`config.mk`:
```
export PLATFORM = sky130hd
export DESIGN_NAME = multicycle_controller
export DESIGN_NICKNAME = d
export VERILOG_FILES = /design/src/rtl/multicycle_controller.sv
export SDC_FILE = /design/constraint.sdc
export NUM_CORES = 1
export LEC_CHECK = 0
export CAP_MARGIN = 15
export CORE_MARGIN = 8
export CORE_UTILIZATION = 44
export DETAILED_ROUTE_END_ITERATION = 6
export GPL_ROUTABILITY_DRIVEN = 0
export PLACE_DENSITY = 0.78
export REMOVE_ABC_BUFFERS = 1
export SYNTH_ARGS = -nofsm -noshare
export SYNTH_HDL_FRONTEND = slang
export SYNTH_SLANG_ARGS = --single-unit
```
`constraint.sdc`:
```
create_clock -name clk -period 2 [get_ports clk]
set_input_delay 0.2 -clock clk [delete_from_list [all_inputs] [get_ports clk]]
set_output_delay 0.2 -clock clk [all_outputs]
set_load 0.03 [all_outputs]
```
`src/rtl/multicycle_controller.sv`:
```
// Sequencing FSM for a multi-cycle MIPS core sharing one memory and one ALU across all phases.
// Moore controls are registered alongside state; FETCH/MEMRD/MEMWR stall on mem_req/mem_ready.

module multicycle_controller #(
  parameter bit HALT_ON_ILLEGAL = 1'b1
) (
  input  logic       clk,
  input  logic       reset,
  input  logic [5:0] op,
  input  logic [5:0] funct,
  input  logic       zero,
  input  logic       mem_ready,
  output logic       mem_req,
  output logic       mem_write,
  output logic       iord,
  output logic       ir_write,
  output logic       pc_en,
  output logic [1:0] pc_src,
  output logic       alu_src_a,
  output logic [1:0] alu_src_b,
  output logic [2:0] alu_control,
  output logic       reg_dst,
  output logic       mem_to_reg,
  output logic       reg_write,
  output logic       illegal_instr,
  output logic [3:0] state
);

  typedef enum logic [3:0] {
    S_FETCH    = 4'd0,
    S_DECODE   = 4'd1,
    S_MEMADR   = 4'd2,
    S_MEMRD    = 4'd3,
    S_MEMWB    = 4'd4,
    S_MEMWR    = 4'd5,
    S_EXECUTE  = 4'd6,
    S_ALUWB    = 4'd7,
    S_BRANCH   = 4'd8,
    S_ADDIEXEC = 4'd9,
    S_ADDIWB   = 4'd10,
    S_JUMP     = 4'd11,
    S_HALT     = 4'd12
  } state_t;

  localparam logic [5:0] OP_RTYPE = 6'b000000;
  localparam logic [5:0] OP_LW    = 6'b100011;
  localparam logic [5:0] OP_SW    = 6'b101011;
  localparam logic [5:0] OP_BEQ   = 6'b000100;
  localparam logic [5:0] OP_ADDI  = 6'b001000;
  localparam logic [5:0] OP_J     = 6'b000010;

  localparam logic [5:0] FN_ADD = 6'b100000;
  localparam logic [5:0] FN_SUB = 6'b100010;
  localparam logic [5:0] FN_AND = 6'b100100;
  localparam logic [5:0] FN_OR  = 6'b100101;
  localparam logic [5:0] FN_SLT = 6'b101010;

  localparam logic [2:0] ALU_ADD = 3'b010;
  localparam logic [2:0] ALU_SUB = 3'b110;
  localparam logic [2:0] ALU_AND = 3'b000;
  localparam logic [2:0] ALU_OR  = 3'b001;
  localparam logic [2:0] ALU_SLT = 3'b111;

  // Controls that depend only on state; strobes qualified by inputs live outside this bundle.
  typedef struct packed {
    logic       mem_req;
    logic       mem_write;
    logic       iord;
    logic [1:0] pc_src;
    logic       alu_src_a;
    logic [1:0] alu_src_b;
    logic [2:0] alu_control;
    logic       reg_dst;
    logic       mem_to_reg;
    logic       reg_write;
  } ctrl_t;

  function automatic ctrl_t ctrl_for(input state_t s);
    ctrl_t c;
    c             = '0;
    c.alu_control = ALU_ADD;
    case (s)
      S_FETCH: begin
        c.mem_req   = 1'b1;
        c.alu_src_b = 2'b01;
      end
      S_DECODE: c.alu_src_b = 2'b11;
      S_MEMADR, S_ADDIEXEC: begin
        c.alu_src_a = 1'b1;
        c.alu_src_b = 2'b10;
      end
      S_MEMRD: begin
        c.mem_req = 1'b1;
        c.iord    = 1'b1;
      end
      S_MEMWB: begin
        c.reg_write  = 1'b1;
        c.mem_to_reg = 1'b1;
      end
      S_MEMWR: begin
        c.mem_req   = 1'b1;
        c.mem_write = 1'b1;
        c.iord      = 1'b1;
      end
      S_EXECUTE: c.alu_src_a = 1'b1;
      S_ALUWB: begin
        c.reg_write = 1'b1;
        c.reg_dst   = 1'b1;
      end
      S_BRANCH: begin
        c.alu_src_a   = 1'b1;
        c.alu_control = ALU_SUB;
        c.pc_src      = 2'b01;
      end
      S_ADDIWB: c.reg_write = 1'b1;
      S_JUMP:   c.pc_src    = 2'b10;
      default:  c.alu_control = ALU_ADD;
    endcase
    return c;
  endfunction

  state_t     state_q;
  state_t     next_state;
  state_t     dec_target;
  ctrl_t      ctrl_q;
  logic       illegal_dec;
  logic       legal_r;
  logic [2:0] funct_alu;

  always_comb begin
    legal_r   = 1'b1;
    funct_alu = ALU_ADD;
    case (funct)
      FN_ADD:  funct_alu = ALU_ADD;
      FN_SUB:  funct_alu = ALU_SUB;
      FN_AND:  funct_alu = ALU_AND;
      FN_OR:   funct_alu = ALU_OR;
      FN_SLT:  funct_alu = ALU_SLT;
      default: legal_r   = 1'b0;
    endcase
  end

  always_comb begin
    dec_target  = S_FETCH;
    illegal_dec = 1'b0;
    case (op)
      OP_LW, OP_SW: dec_target = S_MEMADR;
      OP_RTYPE: begin
        if (legal_r) dec_target  = S_EXECUTE;
        else         illegal_dec = 1'b1;
      end
      OP_BEQ:  dec_target  = S_BRANCH;
      OP_ADDI: dec_target  = S_ADDIEXEC;
      OP_J:    dec_target  = S_JUMP;
      default: illegal_dec = 1'b1;
    endcase
  end

  always_comb begin
    next_state = S_FETCH;
    case (state_q)
      S_FETCH:    next_state = mem_ready ? S_DECODE : S_FETCH;
      S_DECODE: begin
        if (!illegal_dec)         next_state = dec_target;
        else if (HALT_ON_ILLEGAL) next_state = S_HALT;
        else                      next_state = S_FETCH;
      end
      S_MEMADR:   next_state = (op == OP_LW) ? S_MEMRD : S_MEMWR;
      S_MEMRD:    next_state = mem_ready ? S_MEMWB : S_MEMRD;
      S_MEMWR:    next_state = mem_ready ? S_FETCH : S_MEMWR;
      S_EXECUTE:  next_state = S_ALUWB;
      S_ADDIEXEC: next_state = S_ADDIWB;
      S_HALT:     next_state = S_HALT;
      default:    next_state = S_FETCH;
    endcase
  end

  // Controls are registered from next_state so they line up with state_q with no decode delay.
  always_ff @(posedge clk or negedge reset) begin
    if (!reset) begin
      state_q <= S_FETCH;
      ctrl_q  <= ctrl_for(S_FETCH);
    end else begin
      state_q <= next_state;
      ctrl_q  <= ctrl_for(next_state);
    end
  end

  // Strobes are gated by reset so an access in flight dies the moment reset asserts.
  assign mem_req     = reset & ctrl_q.mem_req;
  assign mem_write   = reset & ctrl_q.mem_write;
  assign reg_write   = reset & ctrl_q.reg_write;
  assign ir_write    = reset & (state_q == S_FETCH) & mem_ready;
  assign pc_en       = reset & (((state_q == S_FETCH) & mem_ready) |
                                ((state_q == S_BRANCH) & zero) |
                                (state_q == S_JUMP));
  assign illegal_instr = reset & ((state_q == S_HALT) |
                                  ((HALT_ON_ILLEGAL == 1'b0) & (state_q == S_DECODE) & illegal_dec));

  assign iord        = ctrl_q.iord;
  assign pc_src      = ctrl_q.pc_src;
  assign alu_src_a   = ctrl_q.alu_src_a;
  assign alu_src_b   = ctrl_q.alu_src_b;
  assign alu_control = (state_q == S_EXECUTE) ? funct_alu : ctrl_q.alu_control;
  assign reg_dst     = ctrl_q.reg_dst;
  assign mem_to_reg  = ctrl_q.mem_to_reg;
  assign state       = state_q;

endmodule

```
==> results of run 1 <==
## placed cells by master, fill, tap and decap left out, types with 2 or more instances in the layout
| cell type | n |
|---|---|
| nor2_1 | 7 |
| buf_4 | 37 |
| inv_1 | 6 |
| and2_1 | 4 |
| clkdlybuf4s50_1 | 24 |
| clkbuf_4 | 3 |
| nor3b_1 | 3 |
| a21oi_2 | 2 |
| dfstp_2 | 2 |
| dfrtp_1 | 13 |
| nand2_1 | 6 |
| nor2b_1 | 6 |
| dlymetal6s2s_1 | 3 |
| a21oi_1 | 4 |
| xnor2_1 | 2 |
| nor3_1 | 4 |
| a21o_1 | 2 |
| o21ai_0 | 8 |
## path summary, 6_finish.rpt
| path | depth (start not counted) | startpoint | end |
|---|---|---|---|
| max | 8 | op[2] | ctrl_q[13] |
| min | 1 | reset | mem_to_reg |
| max reg2reg | 8 | state[2] | ctrl_q[13] |
| min reg2reg | 2 | state[2] | ctrl_q[0] |
| max in group asynchronous | 2 | reset | alu_src_b[0] |
| min in group clk | 2 | state[2] | ctrl_q[0] |
## power breakdown
part	switching (uW)	internal, uW
Combinational	757	579
Clock	94.9	77.5
Sequential	35.2	412
Total	887	1070
## synthesized netlist by cell type, types with 2 or more instances
| cell | count | share of area (%) |
|---|---|---|
| buf_4 | 7 | 5.0 |
| a41oi_1 | 2 | 1.7 |
| nor2b_1 | 7 | 4.2 |
| and2_1 | 4 | 2.4 |
| dfstp_2 | 2 | 5.0 |
| inv_1 | 6 | 2.1 |
| a21o_1 | 2 | 1.4 |
| nor2_1 | 7 | 2.5 |
| nand2_1 | 7 | 2.5 |
| dfrtp_1 | 13 | 31 |
| a21oi_1 | 6 | 2.9 |
| nor3_1 | 5 | 2.4 |
| o21ai_0 | 8 | 3.8 |
| xnor2_1 | 2 | 1.7 |
| nor3b_1 | 4 | 2.9 |
## through the flow
| stage | cells | instance area, sq um | setup TNS, ps | hold WS (ps) |
|---|---|---|---|---|
| 4_1_cts | 199 | 1590 | 0 | 148 |
| 6_report | 201 | 1690 | 0 | 142 |
| 2_1_floorplan | 104 | 983 | -14.0 | -95.6 |
| 3_5_place_dp | 194 | 1550 | -2300 | 447 |
| 3_3_place_gp | 194 | 1550 | -1970 | 446 |
| 5_1_grt | 201 | 1690 | -30.1 | 141 |
## cell type report
class                           count  share of cell area [%]
Tap cell                           28                    2.08
Timing Repair Buffer               65                    33.5
Multi-Input combinational cell     81                    38.7
Clock buffer                        4                    1.56
Inverter                            8                    1.78
Sequential cell                    15                    22.4
## worst register-to-register path, cell delays in order (launching register included)
cell,delay [ps]
dfrtp_1,380
buf_4,190
nor3_2,250
nand2_2,120
a311oi_4,390
nor3_4,110
buf_4,150
xnor2_1,170
o21ai_2,70
## cell families after synthesis
logic type	Yosys count	synth area share [%]
xor+xnor	3	2.49
simple gates	47	28.6
buf+inv	17	9.50
mux	1	0.950
compound gates	30	22.6
flops	15	35.9
## repair_timing
action                     in CTS  in global routing
buffers inserted                1                  2
setup endpoints to repair       2                  8
pin swaps                       2                  6
resized for setup               1                 16
## layer usage
layer,track usage [%],share of wire (%)
met5,0,0
met3,4.81,8.3
met1,15.3,39
met2,24.0,52
met4,2.72,0.49
==> flow_summary_export.csv, run 1 <==
group,metric,value,unit
floorplan,rows,17,
floorplan,die-height,64.9,microns
place,numPortBuffers,36,
timing,fin_crit,1960,ps
timing,slew_violations,0,
setup_path,cpMaxStageDelayCell,"or4b_4",
setup_path,endpoint_kind,"flip-flop",
detailed_routing,first_pass_iters,4,
setup_path,slowest_delay,550,ps
synth,ys_ff_latch,15,
clocking,holdBufCountCts,0,
synth,yosysWarnings,0,
floorplan,initial_utilization,47.2,%
synth,avgSynthCellArea,9.32,sq um
global_route,grt_max_degree,14,
synth,synth_area,1050,sq um
detailed_routing,ant_nets,0,
clocking,cts-htree-levels,1,
floorplan,core-area,2230,sq um
cells_and_area,drive_gt1_share,35.3,%
floorplan,ios,37,
clocking,cts_tree,"yes",
detailed_routing,wl_per_cell,16.4,microns
timing,relSlewSlack,72.3,%
power,ir_drop,0.697,mV
setup_path,cp_data_required_time,2200,ps
global_route,grt_pass1_wl,4740,microns
cells_and_area,syn2layout_area_growth,60.1,%
clocking,clk_pin_slew,80,ps
clocking,root_buffer,"clkbuf_4",
floorplan,die_x,64.9,microns
synth,synthCells,113,
run,cap_violations,0,
synth,ys_types,46,
cells_and_area,fillers,165,
timing,hold_viol,0,
setup_path,crit_type,"in -> reg",
setup_path,cp_num_buf_inv,2,
clocking,cts_buffers,3,
global_route,first_global_vias,1061,
cells_and_area,seqCellArea,378,sq um
cells_and_area,multiInputGateArea,653,sq um
clocking,worstSkewPairLatency,280,ps
power,cellPowerDensity,1160,nW/um^2
detailed_routing,routed_via_density,5.57,
timing,timing.final.crit_share,98.1,%
outcome,status,"finished, final reports clean",
place,hpwl,2350,microns
synth,synth_edf_count,0,
synth,synth-async-reset-ratio,100,%
setup_path,rrSetupSlack,90,ps
power,power,1960,uW
setup_path,cp-start-kind,"input pin",
global_route,antenna_found_initial,0,
setup_path,cp.arrival,2170,ps
clocking,clock-sinks,15,
detailed_routing,initialDrtViolationCount,45,
detailed_routing,routed_wl,3290,microns
global_route,grt_usage,13.6,%
cells_and_area,nNetsFinal,190,
place,place_worst_setup_slack,-329,ps
cells_and_area,antenna_cells,0,
timing,fmax,0.510,GHz
cells_and_area,fin_util,75.5,%
hold_path,hold_path.class,"in -> async",
timing,finClkSkew,4.05,ps
global_route,grt.overflow.total,0,
clocking,clk_path_buf_depth,2,
power,power_leakage,0.000751,uW
timing,tightest_slew,415,ps
timing,setup_ws,38.4,ps
detailed_routing,vias,1119,
setup_path,path_delay_family,"simple AND/OR/NAND/NOR gates",
synth,ys.flop_type,"dfrtp_1",
timing,finalSetupViolations,0,
synth,ys_seq_area_share,35.9,%
setup_path,path_max_fanout,4,
setup_path,cp_cell_sequence,"clkdlybuf4s50_1 -> or4b_4 -> o311ai_4 -> a21oi_2 -> nor3_4 -> buf_4 -> xnor2_1 -> o21ai_2",
detailed_routing,drt_drc_violations_left,0,
floorplan,die-area,4220,sq um
(Power assumes the default switching activity.)
==> inputs of run 2 (changes only) <==
Settings changed: CORE_ASPECT_RATIO set to 1.4, CORE_UTILIZATION 44 to 30, PLACE_DENSITY 0.78 to unset.
==> run 2 against run 1 <==
Effect of this change:
- maximum frequency up 6.3%
- count of clock-buffer cells in the layout down 1
- register-to-register slack better by 60 ps
- die area up 35%
==> flow_summary_export.csv, run 2 (synthesis results as in run 1) <==
group,metric,value,unit
timing,timing.final.crit_share,92.3,%
global_route,grt_usage,11.5,%
clocking,cts_buffers,3,
detailed_routing,vias,1064,
floorplan,die-area,5690,sq um
timing,hold_viol,0,
hold_path,hold_path.class,"in -> async",
setup_path,path_max_fanout,12,
timing,tightest_slew,402,ps
power,power,1980,uW
detailed_routing,wl_per_cell,15.0,microns
detailed_routing,routed_via_density,5.00,
setup_path,cp.arrival,2020,ps
global_route,grt_max_degree,13,
clocking,clk_path_buf_depth,2,
cells_and_area,fin_util,51.3,%
clocking,worstSkewPairLatency,250,ps
floorplan,core-area,3380,sq um
timing,finalSetupViolations,0,
global_route,grt.overflow.total,0,
power,ir_drop,0.581,mV
floorplan,ios,37,
timing,rsz0062_at_grt,"false",
power,cellPowerDensity,1140,nW/um^2
clocking,root_buffer,"clkbuf_8",
clocking,holdBufCountCts,0,
timing,finClkSkew,2.95,ps
timing,slew_violations,0,
clocking,clock-sinks,15,
floorplan,die_x,66.1,microns
setup_path,cp_data_required_time,2180,ps
detailed_routing,first_pass_iters,3,
detailed_routing,routed_wl,3190,microns
timing,hold_slack,216,ps
power,power_leakage,0.000796,uW
outcome,status,"finished, final reports clean",
clocking,cts_tree,"yes",
place,placed_area,1580,sq um
setup_path,cp-start-kind,"flip-flop",
cells_and_area,seqCellArea,378,sq um
timing,fin_crit,1850,ps
floorplan,die-height,86.1,microns
place,hpwl,2420,microns
floorplan,initial_utilization,31.2,%
detailed_routing,initialDrtViolationCount,24,
detailed_routing,ant_nets,0,
place,numPortBuffers,36,
clocking,clk_pin_slew,60,ps
detailed_routing,drt_drc_violations_left,0,
cells_and_area,multiInputGateArea,658,sq um
global_route,grt_pass1_wl,5240,microns
clocking,cts-htree-levels,1,
cells_and_area,antenna_cells,0,
cells_and_area,drive_gt1_share,37.0,%
global_route,first_global_vias,1106,
cells_and_area,fillers,326,
cells_and_area,fin_area,1730,sq um
cells_and_area,final_common_cell,"buf_4",
floorplan,rows,25,
timing,relSlewSlack,72.9,%
cells_and_area,nNetsFinal,190,
setup_path,crit_type,"reg -> reg",
setup_path,endpoint_kind,"flip-flop",
cells_and_area,syn2layout_area_growth,64.6,%
cells_and_area,final_cell_mix,"buf_4, clkdlybuf4s50_1, dfrtp_1",
timing,fmax,0.542,GHz
run,cap_violations,0,
global_route,antenna_found_initial,0,
==> run 2: cell types whose count changed in the layout (fill, tap and decap cells not counted), moves of 3 or more <==
cell | before | now
dlymetal6s2s_1 | 3 | 6
clkdlybuf4s50_1 | 24 | 21
clkbuf_4 | 3 | 0
clkbuf_8 | 0 | 3
==> run 2: worst max-delay path: stages (launching register included) <==
cell and delay, ps:
dfrtp_1 410, buf_4 200, and3b_1 170, o21ai_0 320, a21oi_2 130, nor3_4 260, nand2_1 150, o21ai_1 140
==> run 2: area by class of cell <==
type / instances / share of cell area (%)
inverter: 8 / 1.73
timing repair buffer: 65 / 33.0
clock inverter: 1 / 0.289
tap: 40 / 2.89
multi-input combinational: 81 / 38.0
clock buffer: 3 / 2.38
sequential: 15 / 21.8
==> run 2: stage by stage <==
stage               TNS (ps)  instances  worst slack (ps)
finish                     0        213               155
global placement       -2170        208              -276
CTS                        0        212              5.77
detailed placement     -2560        208              -317
global route               0        213              12.7
floorplan              -14.0        104             -14.0
==> run 2: path summary, 6_finish.rpt <==
check                           startpoint      endpoint  slack (ps)  cells after the start
worst max-delay path              state[1]     alu_src_a         150                      7
min in group clk                     op[1]     alu_src_a         660                      6
worst min register to register    state[2]     ctrl_q[0]         710                      2
worst max register to register    state[1]     alu_src_a         150                      7
max in group asynchronous            reset  alu_src_b[0]        1270                      2
worst min-delay path                 reset    mem_to_reg         220                      1
==> run 2: what timing repair did <==
item,4_1_cts,5_1_grt
gates resized for setup,4,20
hold endpoints to repair,0,0
pin swaps,4,10
setup endpoints to repair,6,11
buffers inserted,0,1
==> run 2: power breakdown <==
group | total [uW] | internal, uW | switching (uW)
combinational | 1280 | 539 | 737
clock | 248 | 138 | 110
sequential | 452 | 413 | 38.5
total | 1980 | 1090 | 886
==> run 2: layer usage <==
metal	global-route usage [%]	share of wire, %	vias up
met1	12.8	39	501
met4	5.46	2.0	0
met5	0	0	-
li1	-	-	526
met3	2.61	6.0	7
met2	19.6	53	30
